**config.mk**
```make
export PLATFORM = sky130hd
export DESIGN_NAME = l2_way_select_flat
export DESIGN_NICKNAME = d
export VERILOG_FILES = /design/src/rtl/l2_way_select_if.sv /design/src/rtl/l2_way_select.sv /design/src/flat_wrapper.sv
export SDC_FILE = /design/constraint.sdc
export NUM_CORES = 2
export LEC_CHECK = 0
export CAP_MARGIN = 20
export CORE_MARGIN = 4
export CORE_UTILIZATION = 58
export DETAILED_ROUTE_END_ITERATION = 8
export PLACE_DENSITY = 0.77
export SETUP_SLACK_MARGIN = 0.5
export SYNTH_ARGS = -nofsm -noshare
export SYNTH_HDL_FRONTEND = slang
export SYNTH_SLANG_ARGS = --single-unit
```
**constraint.sdc**
```tcl
create_clock -name clk -period 6.54 [get_ports clk]
set_clock_uncertainty 0.2 [all_clocks]
set_input_delay 1.635 -clock clk [delete_from_list [all_inputs] [get_ports clk]]
set_output_delay 1.635 -clock clk [all_outputs]
set_load 0.01 [all_outputs]
```
**src/rtl/l2_way_select_if.sv**
```systemverilog
// Request/result bundle between the L2 tag lookup stage, l2_way_select and its consumer.
// master = lookup stage + result consumer, slave = l2_way_select.
interface l2_way_select_if #(
  parameter int L2_SETS = 256,
  parameter int L2_WAYS = 8
);
  localparam int SET_BITS = $clog2(L2_SETS);
  localparam int WAY_BITS = $clog2(L2_WAYS);

  // Request from the tag lookup stage
  logic                sel_req_valid;
  logic                sel_req_ready;
  logic [SET_BITS-1:0] set_in;
  logic                tag_hit;
  logic [WAY_BITS-1:0] way_hit;
  logic                empty_way_found;
  logic [WAY_BITS-1:0] empty_way;
  logic [L2_WAYS-1:0]  way_busy;
  logic [WAY_BITS-1:0] evict_way_buf;

  // Result to the consumer
  logic                sel_valid;
  logic                sel_ready;
  logic [WAY_BITS-1:0] sel_way;
  logic [1:0]          sel_kind;

  // Statistics
  logic [31:0]         stat_hits;
  logic [31:0]         stat_fills;
  logic [31:0]         stat_evicts;
  logic [31:0]         stat_stalls;

  modport master (
    output sel_req_valid, set_in, tag_hit, way_hit, empty_way_found, empty_way, way_busy,
    output sel_ready,
    input  sel_req_ready, evict_way_buf, sel_valid, sel_way, sel_kind,
    input  stat_hits, stat_fills, stat_evicts, stat_stalls
  );

  modport slave (
    input  sel_req_valid, set_in, tag_hit, way_hit, empty_way_found, empty_way, way_busy,
    input  sel_ready,
    output sel_req_ready, evict_way_buf, sel_valid, sel_way, sel_kind,
    output stat_hits, stat_fills, stat_evicts, stat_stalls
  );
endinterface

```
**src/rtl/l2_way_select.sv**
```systemverilog
// L2 way selection: hit > empty way > round-robin victim skipping busy ways; owns per-set eviction pointers.
// Optional per-kind handshake counters are built when L2_WAY_SEL_STATS_EN is defined.
module l2_way_select #(
  parameter int L2_SETS = 256,
  parameter int L2_WAYS = 8
) (
  input logic              clk,
  input logic              rst,
  l2_way_select_if.slave   bus
);
  localparam int SET_BITS = $clog2(L2_SETS);
  localparam int WAY_BITS = $clog2(L2_WAYS);
  localparam logic [WAY_BITS-1:0] LAST_CNT = WAY_BITS'(L2_WAYS - 1);

  typedef enum logic [1:0] {
    IDLE = 2'd0,
    SCAN = 2'd1,
    OUT  = 2'd2
  } state_e;

  typedef enum logic [1:0] {
    KIND_HIT   = 2'b00,
    KIND_FILL  = 2'b01,
    KIND_EVICT = 2'b10,
    KIND_STALL = 2'b11
  } kind_e;

  state_e              state_q;
  logic [SET_BITS-1:0] set_q;
  logic [L2_WAYS-1:0]  busy_q;
  logic [WAY_BITS-1:0] ptr_q;
  logic [WAY_BITS-1:0] cnt_q;
  logic [WAY_BITS-1:0] sel_way_q;
  kind_e               sel_kind_q;
  logic                sel_valid_q;
  logic [WAY_BITS-1:0] evict_ptr_q [L2_SETS];

  logic                accept;
  logic                handshake;
  logic [WAY_BITS-1:0] cur_ptr;
  logic [WAY_BITS-1:0] scan_way;

  assign accept    = bus.sel_req_valid && (state_q == IDLE);
  assign handshake = sel_valid_q && bus.sel_ready;
  assign cur_ptr   = evict_ptr_q[bus.set_in];
  // Power-of-two associativity: the natural overflow of the add is the mod L2_WAYS wrap.
  assign scan_way  = ptr_q + cnt_q;

  assign bus.sel_req_ready = (state_q == IDLE);
  assign bus.evict_way_buf = cur_ptr;
  assign bus.sel_valid     = sel_valid_q;
  assign bus.sel_way       = sel_way_q;
  assign bus.sel_kind      = sel_kind_q;

  // NOTE: every flop here, including the pointer array, uses non-blocking assignments so all
  // state updates see the pre-edge values; the pointer array is reset because eviction order
  // after reset must start from way 0 in every set.
  always_ff @(posedge clk or negedge rst) begin
    if (!rst) begin
      state_q     <= IDLE;
      set_q       <= '0;
      busy_q      <= '0;
      ptr_q       <= '0;
      cnt_q       <= '0;
      sel_way_q   <= '0;
      sel_kind_q  <= KIND_HIT;
      sel_valid_q <= 1'b0;
      for (int s = 0; s < L2_SETS; s++) begin
        evict_ptr_q[s] <= '0;
      end
    end else begin
      if (handshake && (sel_kind_q == KIND_EVICT)) begin
        evict_ptr_q[set_q] <= sel_way_q + WAY_BITS'(1);
      end

      case (state_q)
        IDLE: begin
          if (accept) begin
            set_q  <= bus.set_in;
            busy_q <= bus.way_busy;
            ptr_q  <= cur_ptr;
            cnt_q  <= WAY_BITS'(1);
            if (bus.tag_hit) begin
              sel_way_q   <= bus.way_hit;
              sel_kind_q  <= KIND_HIT;
              sel_valid_q <= 1'b1;
              state_q     <= OUT;
            end else if (bus.empty_way_found) begin
              sel_way_q   <= bus.empty_way;
              sel_kind_q  <= KIND_FILL;
              sel_valid_q <= 1'b1;
              state_q     <= OUT;
            end else if (!bus.way_busy[cur_ptr]) begin
              sel_way_q   <= cur_ptr;
              sel_kind_q  <= KIND_EVICT;
              sel_valid_q <= 1'b1;
              state_q     <= OUT;
            end else begin
              state_q <= SCAN;
            end
          end
        end

        SCAN: begin
          // Busy flags come from the copy latched at accept, not the live input.
          if (!busy_q[scan_way]) begin
            sel_way_q   <= scan_way;
            sel_kind_q  <= KIND_EVICT;
            sel_valid_q <= 1'b1;
            state_q     <= OUT;
          end else if (cnt_q == LAST_CNT) begin
            sel_way_q   <= ptr_q;
            sel_kind_q  <= KIND_STALL;
            sel_valid_q <= 1'b1;
            state_q     <= OUT;
          end else begin
            cnt_q <= cnt_q + WAY_BITS'(1);
          end
        end

        OUT: begin
          if (bus.sel_ready) begin
            sel_valid_q <= 1'b0;
            state_q     <= IDLE;
          end
        end

        default: begin
          sel_valid_q <= 1'b0;
          state_q     <= IDLE;
        end
      endcase
    end
  end

`ifdef L2_WAY_SEL_STATS_EN
  logic [31:0] stat_hits_q;
  logic [31:0] stat_fills_q;
  logic [31:0] stat_evicts_q;
  logic [31:0] stat_stalls_q;

  // Counters saturate rather than wrap so a long-running total is never misread as small.
  always_ff @(posedge clk or negedge rst) begin
    if (!rst) begin
      stat_hits_q   <= '0;
      stat_fills_q  <= '0;
      stat_evicts_q <= '0;
      stat_stalls_q <= '0;
    end else if (handshake) begin
      case (sel_kind_q)
        KIND_HIT:   if (stat_hits_q   != '1) stat_hits_q   <= stat_hits_q   + 32'd1;
        KIND_FILL:  if (stat_fills_q  != '1) stat_fills_q  <= stat_fills_q  + 32'd1;
        KIND_EVICT: if (stat_evicts_q != '1) stat_evicts_q <= stat_evicts_q + 32'd1;
        KIND_STALL: if (stat_stalls_q != '1) stat_stalls_q <= stat_stalls_q + 32'd1;
        default: ;
      endcase
    end
  end

  assign bus.stat_hits   = stat_hits_q;
  assign bus.stat_fills  = stat_fills_q;
  assign bus.stat_evicts = stat_evicts_q;
  assign bus.stat_stalls = stat_stalls_q;
`else
  assign bus.stat_hits   = '0;
  assign bus.stat_fills  = '0;
  assign bus.stat_evicts = '0;
  assign bus.stat_stalls = '0;
`endif

endmodule

```
**src/flat_wrapper.sv**
```systemverilog
// flat-port wrapper written by rule: the top's interface ports become plain ports
module l2_way_select_flat 
#(
  parameter int L2_SETS = 256,
  parameter int L2_WAYS = 8
)
  (clk, rst, bus_sel_req_valid, bus_set_in, bus_tag_hit, bus_way_hit, bus_empty_way_found, bus_empty_way, bus_way_busy, bus_sel_ready, bus_sel_req_ready, bus_evict_way_buf, bus_sel_valid, bus_sel_way, bus_sel_kind, bus_stat_hits, bus_stat_fills, bus_stat_evicts, bus_stat_stalls);
  l2_way_select_if #(.L2_SETS(L2_SETS), .L2_WAYS(L2_WAYS)) bus_i ();
  input logic clk;
  input logic rst;
  input wire logic [$bits(bus_i.sel_req_valid)-1:0] bus_sel_req_valid;
  input wire logic [$bits(bus_i.set_in)-1:0] bus_set_in;
  input wire logic [$bits(bus_i.tag_hit)-1:0] bus_tag_hit;
  input wire logic [$bits(bus_i.way_hit)-1:0] bus_way_hit;
  input wire logic [$bits(bus_i.empty_way_found)-1:0] bus_empty_way_found;
  input wire logic [$bits(bus_i.empty_way)-1:0] bus_empty_way;
  input wire logic [$bits(bus_i.way_busy)-1:0] bus_way_busy;
  input wire logic [$bits(bus_i.sel_ready)-1:0] bus_sel_ready;
  output wire logic [$bits(bus_i.sel_req_ready)-1:0] bus_sel_req_ready;
  output wire logic [$bits(bus_i.evict_way_buf)-1:0] bus_evict_way_buf;
  output wire logic [$bits(bus_i.sel_valid)-1:0] bus_sel_valid;
  output wire logic [$bits(bus_i.sel_way)-1:0] bus_sel_way;
  output wire logic [$bits(bus_i.sel_kind)-1:0] bus_sel_kind;
  output wire logic [$bits(bus_i.stat_hits)-1:0] bus_stat_hits;
  output wire logic [$bits(bus_i.stat_fills)-1:0] bus_stat_fills;
  output wire logic [$bits(bus_i.stat_evicts)-1:0] bus_stat_evicts;
  output wire logic [$bits(bus_i.stat_stalls)-1:0] bus_stat_stalls;
  assign bus_i.sel_req_valid = bus_sel_req_valid;
  assign bus_i.set_in = bus_set_in;
  assign bus_i.tag_hit = bus_tag_hit;
  assign bus_i.way_hit = bus_way_hit;
  assign bus_i.empty_way_found = bus_empty_way_found;
  assign bus_i.empty_way = bus_empty_way;
  assign bus_i.way_busy = bus_way_busy;
  assign bus_i.sel_ready = bus_sel_ready;
  assign bus_sel_req_ready = bus_i.sel_req_ready;
  assign bus_evict_way_buf = bus_i.evict_way_buf;
  assign bus_sel_valid = bus_i.sel_valid;
  assign bus_sel_way = bus_i.sel_way;
  assign bus_sel_kind = bus_i.sel_kind;
  assign bus_stat_hits = bus_i.stat_hits;
  assign bus_stat_fills = bus_i.stat_fills;
  assign bus_stat_evicts = bus_i.stat_evicts;
  assign bus_stat_stalls = bus_i.stat_stalls;
  l2_way_select #(.L2_SETS(L2_SETS), .L2_WAYS(L2_WAYS)) u_core (.clk(clk), .rst(rst), .bus(bus_i));
endmodule
```
# Yosys cells after proc, flatten, opt, wreduce, memory -nomap -nowiden
# Cells that the tools add are included.
# W data, S select, Z words.
# classes
addsub	3
magnitude_cmp	5
n_eq_ne	10
mux	44
bitwise	2
reduce_logical	11
# op_table
cell	count
$bwmux W768	1
$mux W3	12
$mux W2	13
$bmux W3 S8	1
$demux W3 S8	1
$ge A9 B9 Y1 const B	2
$not A8 Y9	2
$pmux W3 S2	2
$reduce_and A4 Y1	3
$lt A9 B1 Y1 const B	1
$mux W1	9
$lt A3 B4 Y1 const B	2
$add A3 B1 Y3 const B	2
$bmux W1 S3	2
$pmux W2 S3	1
$eq A2 B2 Y1 const B	2
$logic_and A1 B1 Y1	4
$ne A2 B1 Y1 const B	2
$ne A2 B2 Y1 const B	2
$ne A4 B4 Y1 const B	1
$pmux W2 S2	1
$add A3 B3 Y3	1
$eq A3 B3 Y1 const B	1
$ne A3 B3 Y1 const B	1
other kinds (6)	6
# word_totals
register_bits	798
in_bits	28
word_cells	339

# Longest topological paths before layout
# logic_depth
ltp_word	11
mapped_depth	17
ltp_nobuf	12

# Worst setup path after synthesis
# OpenSTA, ideal clock, no wires.
# synth_timing
kind	input port to output port
start	input port bus_set_in[0]
end	output port bus_evict_way_buf[1]
arrival_time_ps	3554
required_time_ps	4705
slack_ps	1151
path_stages	8
n_path_buf	2
path_cell_list	buf_6 > buf_8 > mux4_1 > mux4_2 > a2111oi_0 > nand2_1 > nand4_2 > inv_1
# synth_between
elab_chain_cells	4
# synth_rtl
element	line	rtl
start: declaration	flat_wrapper.sv:12	input wire logic [$bits(bus_i.set_in)-1:0] bus_set_in;
$not A8 Y9 (not written as such)	l2_way_select.sv:45	assign cur_ptr = evict_ptr_q[bus.set_in];
$bmux W3 S8	l2_way_select.sv:45	
$mux W3 (not written as such) (2 in series)	l2_way_select.sv:45	
end: declaration	flat_wrapper.sv:20	output wire logic [$bits(bus_i.evict_way_buf)-1:0] bus_evict_way_buf;
# Every way passes these cells. The select of a mux whose other input is x is not followed.

# Final worst setup path
# layout_timing
start	input port bus_set_in[6]
end	output port bus_evict_way_buf[2]
# The elaborated chain is that of the path after synthesis.

==> results.json <==
{
  "crit_path_max_fanout": 5,
  "drt_wl_total_mm": 108,
  "htreeDepth": 3,
  "ios": 166,
  "yosysMostFrequentCell": "dfrtp_1",
  "power_density_mw_per_mm2": 332,
  "clkSlewWorstSetupHoldPaths_ns": 0.06,
  "end_kind": "output pin",
  "vias": 28048,
  "worstSetupPathType": "in -> out",
  "vias_per_cell": 6.41,
  "dp_cells": 4217,
  "fin_crit_sh_pct": 92.9,
  "min_period_ns": 6.07,
  "area_growth_pct": 10.6,
  "ys.warnings.count": 0,
  "crit_path_start_kind": "input pin",
  "fp.dieH_um": 266,
  "required_ns": 4.70,
  "clk_path_buf_depth": 3,
  "seq_area_frac_synth_pct": 51.8,
  "synth.cell_area_mm2": 0.0385,
  "port_buffers": 37,
  "hold_class": "reg -> reg",
  "hpwl_mm": 68.3,
  "power.switching_mw": 4.85,
  "pwr-share-clk_pct": 34.1,
  "max_stage_delay_ns": 0.66,
  "pwr-share-comb_pct": 24.1,
  "slew_viol_final": 0,
  "synth_top_cell_area_share_pct": 51.8,
  "avgSynthCellArea_um2": 11.2,
  "grtUsageTotal_pct": 30.4,
  "wl_per_cell_um": 24.6,
  "fmaxAchievable_ghz": 0.165,
  "grt_pass1_vias": 27588,
  "core_mm2": 0.0659,
  "dieArea_mm2": 0.0706,
  "fin_cells": 4373,
  "nets": 3476,
  "status": "finished clean",
  "grt_max_degree": 219,
  "pwr-share-seq_pct": 41.8,
  "clock_latency_ns": 0.63,
  "dr.pass1.iters": 8,
  "postRouteAntennaNets": 0,
  "swShare_pct": 34.3,
  "synth_seq_cells": 798,
  "grt_pass1_wl_mm": 167,
  "drive_above_1_share_pct": 20.6,
  "rows": 94,
  "maxCapViolations": 0,
  "synthTopCellsByArea": "dfrtp_1, mux2_2, mux4_2",
  "hold_viol": 0,
  "die_w_um": 266,
  "gp_congestion": 0.936,
  "crit_arrival_ns": 4.24,
  "drc": 0,
  "slew_headroom_pct": 20.5,
  "yosys-top-cells-count": "dfrtp_1, nand2_1, o21ai_0, mux2_2, nor2_1",
  "place_area_mm2": 0.0395,
  "yosys.area.top_type": "dfrtp_1",
  "synthFlopType": "dfrtp_1",
  "rsz0062_at_grt": "yes",
  "stdcell_area_mm2": 0.0426,
  "ir_worst_vdd_uv": 861,
  "async_flop_share_pct": 100,
  "finalSetupViolCount": 0,
  "antenna_found_initial": 3,
  "grt-ovfl-total": 0,
  "synth.distinct_cells": 78,
  "cts.sinks": 798,
  "cts_root_buf": "clkbuf_16",
  "drt_iter0_drc": 3140,
  "tritoncts": "built",
  "postCtsSetupBuffers": 0,
  "start_util_pct": 58.5,
  "synth_cells": 3445,
  "critPathSlowestCell": "clkdlybuf4s50_1",
  "synth-edff-count": 0,
  "cts-buffers-inserted": 81,
  "crit_chain": "clkdlybuf4s50_1 > nand2b_1 > buf_4 > nor3_1 > o41ai_1 > buf_4 > and4_4 > nand2_1 > dlygate4sd2_1",
  "p_int_mw": 9.31,
  "leakagePower_nw": 19.6,
  "path_common_cell": "buf_4",
  "worst_slew_pin_slew_ns": 1.19
}
## power groups by stage
| stage | clock (mW) | combinational (mW) | sequential [mW] |
|---|---|---|---|
| after global placement | 0 | 3.22 | 5.95 |
| final | 4.83 | 3.41 | 5.92 |
| after detailed placement | 0 | 3.27 | 5.98 |
| after global routing | 5.08 | 3.65 | 5.97 |
| after floorplan | 0 | 2.30 | 5.76 |
| after CTS | 4.86 | 3.31 | 5.90 |
## state kept, by name, indices dropped and copies added (netlist names)
name,cells
u_core.bus.sel_kind,2
u_core.bus.sel_valid,1
u_core.bus.sel_way,3
u_core.busy_q,8
u_core.cnt_q,3
u_core.evict_ptr_q,768
u_core.ptr_q,3
u_core.set_q,8
u_core.state_q,2
## area by class of cell
class	count	area [um2]
Sequential cell	798	20000
Multi-Input combinational cell	2391	17000
Tap cell	864	1080
Fill cell	4823	23200
Clock inverter	22	250
Clock buffer	124	2530
Timing Repair Buffer	163	1770
Inverter	8	30.0
Antenna cell	3	7.51
## critical path, delay by kind of cell
kind                   cells  cell delay [ns]
buffers and inverters      4             1.41
AND/OR/NAND/NOR            4             0.83
AO/OA/AOI/OAI              1             0.34
## placed cells by master (no fill, tap or decap), types with 12 or more instances in the layout
cell             instances
a21oi_1                106
clkbuf_1                13
nor2_1                 211
clkbuf_8                27
mux4_2                 109
nor3_1                  14
clkbuf_16               86
conb_1                 128
clkdlybuf4s50_1         28
mux2_2                 279
o21ai_0                449
nand2_1                590
nand3_1                 43
nand2b_1                15
buf_4                   90
o31ai_1                 87
buf_12                  21
nor2b_1                 17
dfrtp_1                797
a22oi_1                 37
nand4_1                 12
mux2i_1                117
mux4_1                  44
clkinv_2                12
## cell families (layout without fill, tap and decap cells)
| group | Yosys count | after routing | share of synthesized area (%) |
|---|---|---|---|
| AO/OA/AOI/OAI | 732 | 732 | 10.7 |
| buffers and inverters | 383 | 317 | 6.07 |
| multiplexers | 554 | 554 | 20.7 |
| adder cells (fa/ha/maj) | 5 | 5 | 0.182 |
| XOR/XNOR | 3 | 3 | 0.0682 |
| other | 1 | 131 | 0.00973 |
| flip-flops | 798 | 798 | 51.8 |
| AND/OR/NAND/NOR | 969 | 969 | 10.4 |
## metal layers
layer	vias up	global-route usage (%)	share of wire [%]
li1	12024	-	-
met1	14086	42.3	39
met4	0	14.3	5.1
met5	-	0	0
met2	1581	45.8	45
met3	357	7.42	10
## through the flow
stage               util (%)  setup WS (ns)  setup TNS [ns]  hold WS (ns)  total power [mW]
global route            64.7          0.429               0         0.295              14.7
detailed placement      59.9        -0.0593         -0.0593         0.262              9.25
floorplan                  -           1.15               0         0.237              8.06
global placement        59.9        -0.0974         -0.0974         0.254              9.18
finish                  64.7          0.467               0         0.275              14.2
CTS                     64.5          0.344               0         0.275              14.1
## timing repair
item                       CTS  global route
setup endpoints to repair    3             3
pin swaps                    0             1
hold buffers                 0             0
cloned                       3             0
gates resized for setup     35            14
## worst paths after layout
kind	slack, ns	depth (start not counted)	from	endpoint
worst max-delay path	0.47	9	bus_set_in[6]	bus_evict_way_buf[2]
worst min-delay path	0.28	2	u_core.evict_ptr_q[30]	u_core.evict_ptr_q[30]
worst max register to register	2.85	12	u_core.evict_ptr_q[747]	u_core.bus.sel_kind[0]
worst min register to register	0.28	2	u_core.evict_ptr_q[30]	u_core.evict_ptr_q[30]
max in group asynchronous	4.05	2	rst	u_core.evict_ptr_q[295]
min in group asynchronous	0.83	1	rst	u_core.evict_ptr_q[517]
(Power assumes the default switching activity.)
